--- src/rtl/key_scheduler_if.sv ---
// rtl/key_scheduler_if.sv - round-key request/response bundle for key_scheduler
// Ports (slave view, as seen by key_scheduler):
//   En     in   1    advance key expansion one round per cycle
//   SelKey in   4    round-key index 0..10 (11..15 read zero)
//   Key    out  128  selected round key, row-major state layout
//   Ry     out  1    all 11 round keys valid
interface key_scheduler_if;
   logic         En;
   logic [3:0]   SelKey;
   logic [127:0] Key;
   logic         Ry;

   modport slave  (input En, SelKey, output Key, Ry);
   modport master (output En, SelKey, input Key, Ry);
endinterface

--- src/rtl/key_scheduler.sv ---
// rtl/key_scheduler.sv - AES-128 key expansion with indexed round-key readout
// Ports:
//   Clk  in   sole clock, rising edge
//   Rst  in   synchronous active-low reset
//   bus  key_scheduler_if.slave (En, SelKey -> Key, Ry)
// Keys use row-major state layout: byte (r,c) at Key[127-8*(4r+c) -: 8],
// so each 32-bit slice is one state row and an expansion word is a column.
module key_scheduler #(
   parameter logic [127:0] INIT_KEY = 128'he6fad5a0c3ecf681b31e5d8e3aa15916
) (
   input  logic           Clk,
   input  logic           Rst,
   key_scheduler_if.slave bus
);

   // Forward S-box, entry 0 in the most significant byte.
   localparam logic [2047:0] SBOX = {
      128'h637c777bf26b6fc53001672bfed7ab76, 128'hca82c97dfa5947f0add4a2af9ca472c0,
      128'hb7fd9326363ff7cc34a5e5f171d83115, 128'h04c723c31896059a071280e2eb27b275,
      128'h09832c1a1b6e5aa0523bd6b329e32f84, 128'h53d100ed20fcb15b6acbbe394a4c58cf,
      128'hd0efaafb434d338545f9027f503c9fa8, 128'h51a3408f929d38f5bcb6da2110fff3d2,
      128'hcd0c13ec5f974417c4a77e3d645d1973, 128'h60814fdc222a908846eeb814de5e0bdb,
      128'he0323a0a4906245cc2d3ac629195e479, 128'he7c8376d8dd54ea96c56f4ea657aae08,
      128'hba78252e1ca6b4c6e8dd741f4bbd8b8a, 128'h703eb5664803f60e613557b986c11d9e,
      128'he1f8981169d98e949b1e87e9ce5528df, 128'h8ca1890dbfe6426841992d0fb054bb16
   };

   typedef enum logic [1:0] {IDLE, EXPAND, DONE} state_t;

   state_t         state_q, state_d;
   logic [3:0]     rnd_q, rnd_d;
   logic           ry_q, ry_d;
   logic [127:0]   keys_q [0:10];

   logic           store;
   logic [3:0]     rnd_nxt;
   logic [127:0]   prev_key;
   logic [31:0]    w3;
   logic [31:0]    temp;
   logic [127:0]   next_key;

   // Entry x sits (255-x) bytes up from bit 0; ~x == 255-x for 8 bits.
   function automatic logic [7:0] sbox(input logic [7:0] x);
      return SBOX[{~x, 3'b000} +: 8];
   endfunction

   function automatic logic [7:0] rcon(input logic [3:0] i);
      case (i)
         4'd1:    return 8'h01;
         4'd2:    return 8'h02;
         4'd3:    return 8'h04;
         4'd4:    return 8'h08;
         4'd5:    return 8'h10;
         4'd6:    return 8'h20;
         4'd7:    return 8'h40;
         4'd8:    return 8'h80;
         4'd9:    return 8'h1b;
         4'd10:   return 8'h36;
         default: return 8'h00;
      endcase
   endfunction

   // One state row after the w0..w3 XOR chain: each column XORs in the
   // freshly computed column to its left, seeded with that row's temp byte.
   function automatic logic [31:0] row_next(input logic [31:0] row, input logic [7:0] t);
      logic [7:0] b0, b1, b2, b3;
      b0 = row[31:24] ^ t;
      b1 = row[23:16] ^ b0;
      b2 = row[15:8]  ^ b1;
      b3 = row[7:0]   ^ b2;
      return {b0, b1, b2, b3};
   endfunction

   // Round datapath: derive key rnd+1 from stored key rnd.
   always_comb begin
      rnd_nxt  = rnd_q + 4'd1;
      prev_key = keys_q[rnd_q];
      w3       = {prev_key[103:96], prev_key[71:64], prev_key[39:32], prev_key[7:0]};
      temp     = {sbox(w3[23:16]) ^ rcon(rnd_nxt), sbox(w3[15:8]), sbox(w3[7:0]), sbox(w3[31:24])};
      next_key = {row_next(prev_key[127:96], temp[31:24]),
                  row_next(prev_key[95:64],  temp[23:16]),
                  row_next(prev_key[63:32],  temp[15:8]),
                  row_next(prev_key[31:0],   temp[7:0])};
   end

   // State register
   always_ff @(posedge Clk) begin
      if (!Rst) begin
         state_q   <= IDLE;
         rnd_q     <= 4'd0;
         ry_q      <= 1'b0;
         keys_q[0] <= INIT_KEY;
         for (int i = 1; i <= 10; i++) keys_q[i] <= '0;
      end else begin
         state_q <= state_d;
         rnd_q   <= rnd_d;
         ry_q    <= ry_d;
         if (store) keys_q[rnd_d] <= next_key;
      end
   end

   // Next-state logic; the IDLE->EXPAND cycle already stores key 1.
   always_comb begin
      state_d = state_q;
      case (state_q)
         IDLE:    if (bus.En) state_d = EXPAND;
         EXPAND:  if (bus.En && rnd_q == 4'd9) state_d = DONE;
         DONE:    state_d = DONE;
         default: state_d = IDLE;
      endcase
   end

   // Outputs and datapath control
   always_comb begin
      store   = bus.En && (state_q == IDLE || state_q == EXPAND);
      rnd_d   = store ? rnd_nxt : rnd_q;
      ry_d    = (state_d == DONE);
      bus.Ry  = ry_q;
      bus.Key = (bus.SelKey <= 4'd10) ? keys_q[bus.SelKey] : '0;
   end

endmodule

--- src/flat_wrapper.sv ---
// flat-port wrapper written by rule: the top's interface ports become plain ports
module key_scheduler_flat 
#(
   parameter logic [127:0] INIT_KEY = 128'he6fad5a0c3ecf681b31e5d8e3aa15916
)
  (Clk, Rst, bus_En, bus_SelKey, bus_Key, bus_Ry);
  key_scheduler_if bus_i ();
  input  logic Clk;
  input  logic Rst;
  input wire logic [$bits(bus_i.En)-1:0] bus_En;
  input wire logic [$bits(bus_i.SelKey)-1:0] bus_SelKey;
  output wire logic [$bits(bus_i.Key)-1:0] bus_Key;
  output wire logic [$bits(bus_i.Ry)-1:0] bus_Ry;
  assign bus_i.En = bus_En;
  assign bus_i.SelKey = bus_SelKey;
  assign bus_Key = bus_i.Key;
  assign bus_Ry = bus_i.Ry;
  key_scheduler #(.INIT_KEY(INIT_KEY)) u_core (.Clk(Clk), .Rst(Rst), .bus(bus_i));
endmodule
--- config.mk ---
export PLATFORM = sky130hd
export DESIGN_NAME = key_scheduler_flat
export DESIGN_NICKNAME = d
export VERILOG_FILES = /design/src/rtl/key_scheduler_if.sv /design/src/rtl/key_scheduler.sv /design/src/flat_wrapper.sv
export SDC_FILE = /design/constraint.sdc
export NUM_CORES = 2
export LEC_CHECK = 0
export ABC_AREA = 0
export CAP_MARGIN = 20
export CORE_MARGIN = 8
export CORE_UTILIZATION = 50
export CTS_CLUSTER_DIAMETER = 30
export CTS_CLUSTER_SIZE = 30
export DETAILED_ROUTE_END_ITERATION = 10
export MAX_ROUTING_LAYER = met4
export PLACE_DENSITY = 0.66
export SYNTH_ARGS = -nofsm -noshare
export SYNTH_HDL_FRONTEND = slang
export SYNTH_SLANG_ARGS = --single-unit
export TNS_END_PERCENT = 20
--- constraint.sdc ---
create_clock -name Clk -period 16 [get_ports Clk]
set_clock_uncertainty 0.2 [all_clocks]
set_input_delay 2.4 -clock Clk [delete_from_list [all_inputs] [get_ports Clk]]
set_output_delay 2.4 -clock Clk [all_outputs]
set_load 0.05 [all_outputs]
; ---- After elaboration in Yosys (flattened, before gate mapping)
; Memories as Yosys holds them, arrays and structs flattened. A register that Yosys moved wholly into a read port is not among the register bits.
; Index checks and enable logic that the tools add are counted.
[word_totals]
ff_bits = 7
mem_bits_rw = 1408
mem_bits_ro = 128
inputBits = 7
output_inout_bits = 129
elab_cells = 54
memories = 2
[mem_list]
columns = memory, depth, width, rd, rd_ports_with_merged_regs, wr, line_no
row1 = u_core.keys_q, 11, 128, 2, 1, 11, key_scheduler.sv:33  ; logic [127:0] keys_q [0:10];
row2 = (no name shown), 16, 8, 1, 0, 0, key_scheduler.sv:48  ; case (i)
[classes]
addsub = 1
order_cmp = 1
eq_ne = 4
n_shift = 4
n_mux = 13
n_bitwise = 21
reduce_logical = 5
[op_table]
columns = cell, n
row1 = $shiftx 2048x12->8 const A, 4
row2 = $mux 128, 2
row3 = $xor 8x8->8, 17
row4 = $reduce_or 128->1, 1
row5 = $not 8->8, 4
row6 = $mux 4, 3
row7 = $pmux 2 s3, 1
row8 = $mux 1, 5
row9 = $add 4x1->4 const B, 1
row10 = $eq 2x2->1 const B, 2
row11 = $eq 4x4->1 const B, 1
row12 = $le 4x4->1 const B, 1
row13 = $mux 2, 2
row14 = $eq 2x1->1 const B, 1
row15 = $logic_and 1x1->1, 2
row16 = $logic_not 2->1, 1
row17 = $logic_or 1x1->1, 1

; ---- Longest topological paths before layout
[depth]
word_depth = 8
mapped_depth = 26
mapped_depth_nobuf = 17

; ---- Least setup slack after synthesis
; No wires, ideal clock.
[synth_timing]
path_kind = input to register
from = input port bus_En
to = memory u_core.keys_q[9][0], enable pin
setup_time_ns = 0.792
arrival_time_ns = 11.766
required_ns = 15.008
slack_ns = 3.242
path_stages = 4
path_buffers = 1
path_cell_list = nor2b_1 > clkbuf_1 > nand2_1 > o21ai_0
[synth_lines]
columns = item, line_no
row1 = from (decl), flat_wrapper.sv:10  ; input wire logic [$bits(bus_i.En)-1:0] bus_En;
row2 = to (decl), key_scheduler.sv:33

; ---- Final worst setup path
[layout_timing]
from = input port bus_SelKey[0]
to = output port bus_Key[29]
[layout_via]
elab_chain_len = 2
word_cells_on_any_way = 3
cone_classes = 1 x order compare / 1 x mux / 1 x memory
[layout_rtl]
columns = item, line_no
row1 = from (decl), flat_wrapper.sv:11  ; input wire logic [$bits(bus_i.SelKey)-1:0] bus_SelKey;
row2 = $mem_v2 11x128 / $le 4x4->1 (equally long branches), n/a
row3 = $mux 128 (*), key_scheduler.sv:119  ; bus.Key = (bus.SelKey <= 4'd10) ? keys_q[bus.SelKey] : '0;
row4 = to (decl), flat_wrapper.sv:12  ; output wire logic [$bits(bus_i.Key)-1:0] bus_Key;
; Every way passes the cells marked *; elsewhere a longest branch is shown, timed or not.

==> summary.md <==
| Metric | Value |
|---|---|
| Result of the run | finished clean |
| Max Fanout on Critical Path | a little over 50 |
| Multi-input combinational cell area | 0.0498 sq mm |
| CTS sink cnt | 2055 |
| Share of synthesized cell area in and, or, nand and nor gates | 0.0987 |
| Setup repair after global routing missed its margin | no |
| Cell family with most CP delay | buffers and inverters |
| Worst endpoint data arrival time | slightly above 7000 ps |
| Initial cell density of the core | 0.502 |
| Post-Syn Instances | 9049 |
| Highest-count cells in the layout ignoring fill and taps | sky130_fd_sc_hd__edfxtp_1, sky130_fd_sc_hd__nor2_1, sky130_fd_sc_hd__mux4_2, sky130_fd_sc_hd__nand2_1, sky130_fd_sc_hd__o21ai_0 |
| Routability congestion estimate from global placement | 1.03 |
| Fraction of layout instances using a drive strength above 1 | 0.217 |
| Number of detailed-routing iterations run before antenna repair | 7 |
| Aggregate global routing overflow | 0 |
| Input/output buffers | roughly 140 |
| HPWL Detailed | 251 mm |
| Worst Path Buf+Inv | 5 |
| Max-slew violations | 0 |
| YS warnings | 0 |
| Logic pwr share | 0.305 |
| Cell type with the highest occurrence count on the critical path | sky130_fd_sc_hd__buf_4 |
| Buffer type at the clock tree root | sky130_fd_sc_hd__clkbuf_16 |
| Switching share of total power | 0.360 |
| Number of synthesized flops with an enable pin | 1920 |
| Area after detailed placement | 0.118 sq mm |
| Post-CTS Resized | 0 |
| Number of nets in the final layout | between 9000 and 10000 |
| Clock share of power | 0.387 |
| Hold Worst Slack | 272 ps |
| Switching power of the nets | 7580 uW |
| Via-to-Cell Ratio | 7.22 |
| Flip-flop and latch area | just over 0.06 sq mm |
| CTS clock-pin slew for the worst setup and hold paths | 50 ps |
| Clock Tree Buf Depth | 4 |
| Total vias in the final route | 88700 |
| CTS Buf Count | 394 |
| DRC errors left | 0 |
| Routed WL per cell | around 36 um |
| Post-route clock period utilization | 0.613 |
| Number of buffers inserted for hold repair after clock tree synthesis | 0 |
| Delay contributed by the slowest stage of the critical path | 970 ps |
| Worst slew margin relative to its limit | 0.158 |
| Die extent in y | 494 um |
| Share of synthesized flip-flops with an asynchronous set or reset | 0 |
| Width of the die | 494 um |
| Pwr/cell area | 161 mW/mm^2 |
| Wire length after detailed routing | ~440 mm |
| Post-DRT Antenna Nets | 0 |
| CTS tree | built |
| Maximum number of pins on one net before global-route repair | 129 |
| Avg Cell Area, Syn | 12.6 sq um |
| Post-synthesis instance area | 0.114 sq mm |
| Register bit count reported by yosys | between 2000 and 2500 |
| Total die area | 0.244 sq mm |
| Number of H-tree levels | 5 |
| Portion of netlist area occupied by mux cells | 0.207 |
| Setup Total Neg Slack | 0 ps |
| Max Clock Freq | 102 MHz |
| Num ports | 136 |
| Fill cells | 17800 |
| Post-synthesis share of cell area spent on full adders, half adders and majority gates | 0.00658 |
| Commonest non-fill, non-tap cell in the layout | sky130_fd_sc_hd__edfxtp_1 |
| Cell Chain, Critical Path | buf_8 > buf_4 > buf_4 > buf_4 > mux4_2 > o21ai_0 > o21ai_0 > clkdlybuf4s50_1 |
| Internal power of the cells | about 13000 uW |
| Proportion of synthesized chip area in sequential cells | 0.529 |
| Clock latency of the later-clocked register in the worst-skew pair | between 900 and 1000 ps |
| Setup-violating endpoint count in the final report | 0 |
| Fin crit period | a little under 10000 ps |
| Main combinational cell family by area after synthesis | multiplexers |
| Vias in the first global route | 86200 |
| Critical path capture point type | output pin |
| Max-cap check violation count | 0 |
| Post-synth net total | about 9100 |
| Worst ir drop on vdd | 125 uV |
| Num rows | 175 |
| Layout-stage area growth over the synthesis result | 15.0% |
| Post-CTS Setup Repair Bufs | 0 |
| Post-layout utilization of the core | 0.578 |
| Area fraction in compound gates after synthesis | 0.103 |
| Distinct cell type count of the synthesized netlist | 106 |
| Critical-path top delay cell | sky130_fd_sc_hd__clkdlybuf4s50_1 |
| Most used flip-flop cell after synthesis | sky130_fd_sc_hd__edfxtp_1 |
| Drt first-iter violations | 14900 |
| Kind of path behind the tightest hold check | reg -> reg |
| First-pass GRT wire length | between 600 and 700 mm |
| Hold Fails Final Rpt | 0 |
| Required time of the critical path | 13400 ps |
| Static Leak | 0.0449 uW |
| Initial antenna violation count | 7 |
| Core area | 0.227 sq mm |
| Worst Max-Slew Pin Slew | approximately 1300 ps |
| Post-synthesis xor/xnor area fraction | 0.0176 |
| Kind of launch point of the worst setup path | input pin |
| Kind of critical path | in -> out |
| Final Cell Area | 0.131 sq mm |
| GRT Total Usage | 0.359 |
| Seq pwr share | 0.307 |
==> final timing paths <==
path	start	endpoint	slack [ps]	cells after the start
setup / recovery	bus_SelKey[0]	bus_Key[29]	6190	8
hold reg to reg	u_core.keys_q[10][100]$_SDFFE_PN0P_	u_core.keys_q[10][100]$_SDFFE_PN0P_	270	2
hold / removal	u_core.keys_q[10][100]$_SDFFE_PN0P_	u_core.keys_q[10][100]$_SDFFE_PN0P_	270	2
setup reg to reg	u_core.rnd_q[1]$_SDFF_PN0_	u_core.keys_q[12][100]$_DFFE_PP_	6360	17
==> registers in the layout, indices dropped and copies added (netlist names) <==
| signal | count |
|---|---|
| u_core.keys_q | 2048 |
| u_core.rnd_q | 4 |
| u_core.state_q | 2 |
| u_core.bus.Ry | 1 |
==> area by class of cell <==
class / count / share of cell area
Antenna cell: 8 / 0.000153
Clock buffer: 470 / 0.0797
Clock inverter: 242 / 0.0203
Inverter: 73 / 0.00218
Multi-Input combinational cell: 6010 / 0.380
Sequential cell: 2055 / 0.460
Tap cell: 3009 / 0.0287
Timing Repair Buffer: 419 / 0.0287
==> power groups by stage <==
stage | Clock [uW] | Sequential [uW] | Combinational (uW)
after floorplan | 0 | 6520 | 3960
after global placement | 0 | 6540 | 6120
after detailed placement | 0 | 6560 | 6150
after CTS | 8180 | 6470 | 6180
after global routing | 8420 | 6490 | 6670
final | 8160 | 6470 | 6440
==> tightest hold or removal path: stages (launching register included) <==
cell                      delay (ps)
sky130_fd_sc_hd__dfxtp_1         320
sky130_fd_sc_hd__nand2_1          50
sky130_fd_sc_hd__o21ai_1          50
==> synthesized netlist by cell type (24+ instances only) <==
| cell | count | area [sq um] |
|---|---|---|
| sky130_fd_sc_hd__a211oi_1 | 107 | 803 |
| sky130_fd_sc_hd__a21oi_1 | 252 | 1260 |
| sky130_fd_sc_hd__a221oi_1 | 27 | 236 |
| sky130_fd_sc_hd__a22oi_1 | 35 | 263 |
| sky130_fd_sc_hd__a311oi_1 | 38 | 333 |
| sky130_fd_sc_hd__a31oi_1 | 70 | 438 |
| sky130_fd_sc_hd__and2_1 | 32 | 200 |
| sky130_fd_sc_hd__and3_1 | 33 | 206 |
| sky130_fd_sc_hd__buf_1 | 84 | 315 |
| sky130_fd_sc_hd__buf_2 | 220 | 1100 |
| sky130_fd_sc_hd__buf_4 | 47 | 353 |
| sky130_fd_sc_hd__buf_6 | 26 | 293 |
| sky130_fd_sc_hd__clkbuf_1 | 530 | 1990 |
| sky130_fd_sc_hd__dfxtp_1 | 135 | 2700 |
| sky130_fd_sc_hd__edfxtp_1 | 1920 | 57700 |
| sky130_fd_sc_hd__ha_1 | 60 | 751 |
| sky130_fd_sc_hd__inv_1 | 56 | 210 |
| sky130_fd_sc_hd__mux2_2 | 62 | 698 |
| sky130_fd_sc_hd__mux2i_1 | 299 | 2990 |
| sky130_fd_sc_hd__mux4_2 | 871 | 19600 |
| sky130_fd_sc_hd__nand2_1 | 692 | 2600 |
| sky130_fd_sc_hd__nand2b_1 | 40 | 250 |
| sky130_fd_sc_hd__nand3_1 | 147 | 736 |
| sky130_fd_sc_hd__nand4_1 | 24 | 150 |
| sky130_fd_sc_hd__nor2_1 | 1526 | 5730 |
| sky130_fd_sc_hd__nor3_1 | 107 | 536 |
| sky130_fd_sc_hd__o211ai_1 | 246 | 1850 |
| sky130_fd_sc_hd__o21ai_0 | 569 | 2850 |
| sky130_fd_sc_hd__o221ai_1 | 43 | 377 |
| sky130_fd_sc_hd__o22ai_1 | 44 | 275 |
| sky130_fd_sc_hd__o311ai_0 | 44 | 385 |
| sky130_fd_sc_hd__o31ai_1 | 28 | 210 |
| sky130_fd_sc_hd__xnor2_1 | 115 | 1010 |
| sky130_fd_sc_hd__xor2_1 | 63 | 552 |
==> metrics by stage <==
stage,total power [uW],std cells,setup WS [ps]
floorplan,10500,9049,3240
global placement,12700,11600,6070
detailed placement,12700,11600,6050
CTS,20800,12300,6070
global route,21600,12300,5890
finish,21100,12300,6190
==> cells by family (layout without fill, tap and decap cells) <==
family	count (synthesis)	after routing
simple gates	2725	2725
flops	2055	2055
compound gates	1777	1777
mux	1246	1246
buf+inv	984	1204
xor+xnor	202	202
fa+ha+maj	60	60
other cells	0	8
==> metal layers <==
metal  up-vias  global-route usage  part of all wire
li1      35000                   -                 -
met1     44600               0.471              0.36
met2      7688               0.534              0.45
met3      1400              0.0868              0.14
met4         0               0.161             0.053
met5         -                   -                 0
Power figures use the tool's default switching activity.
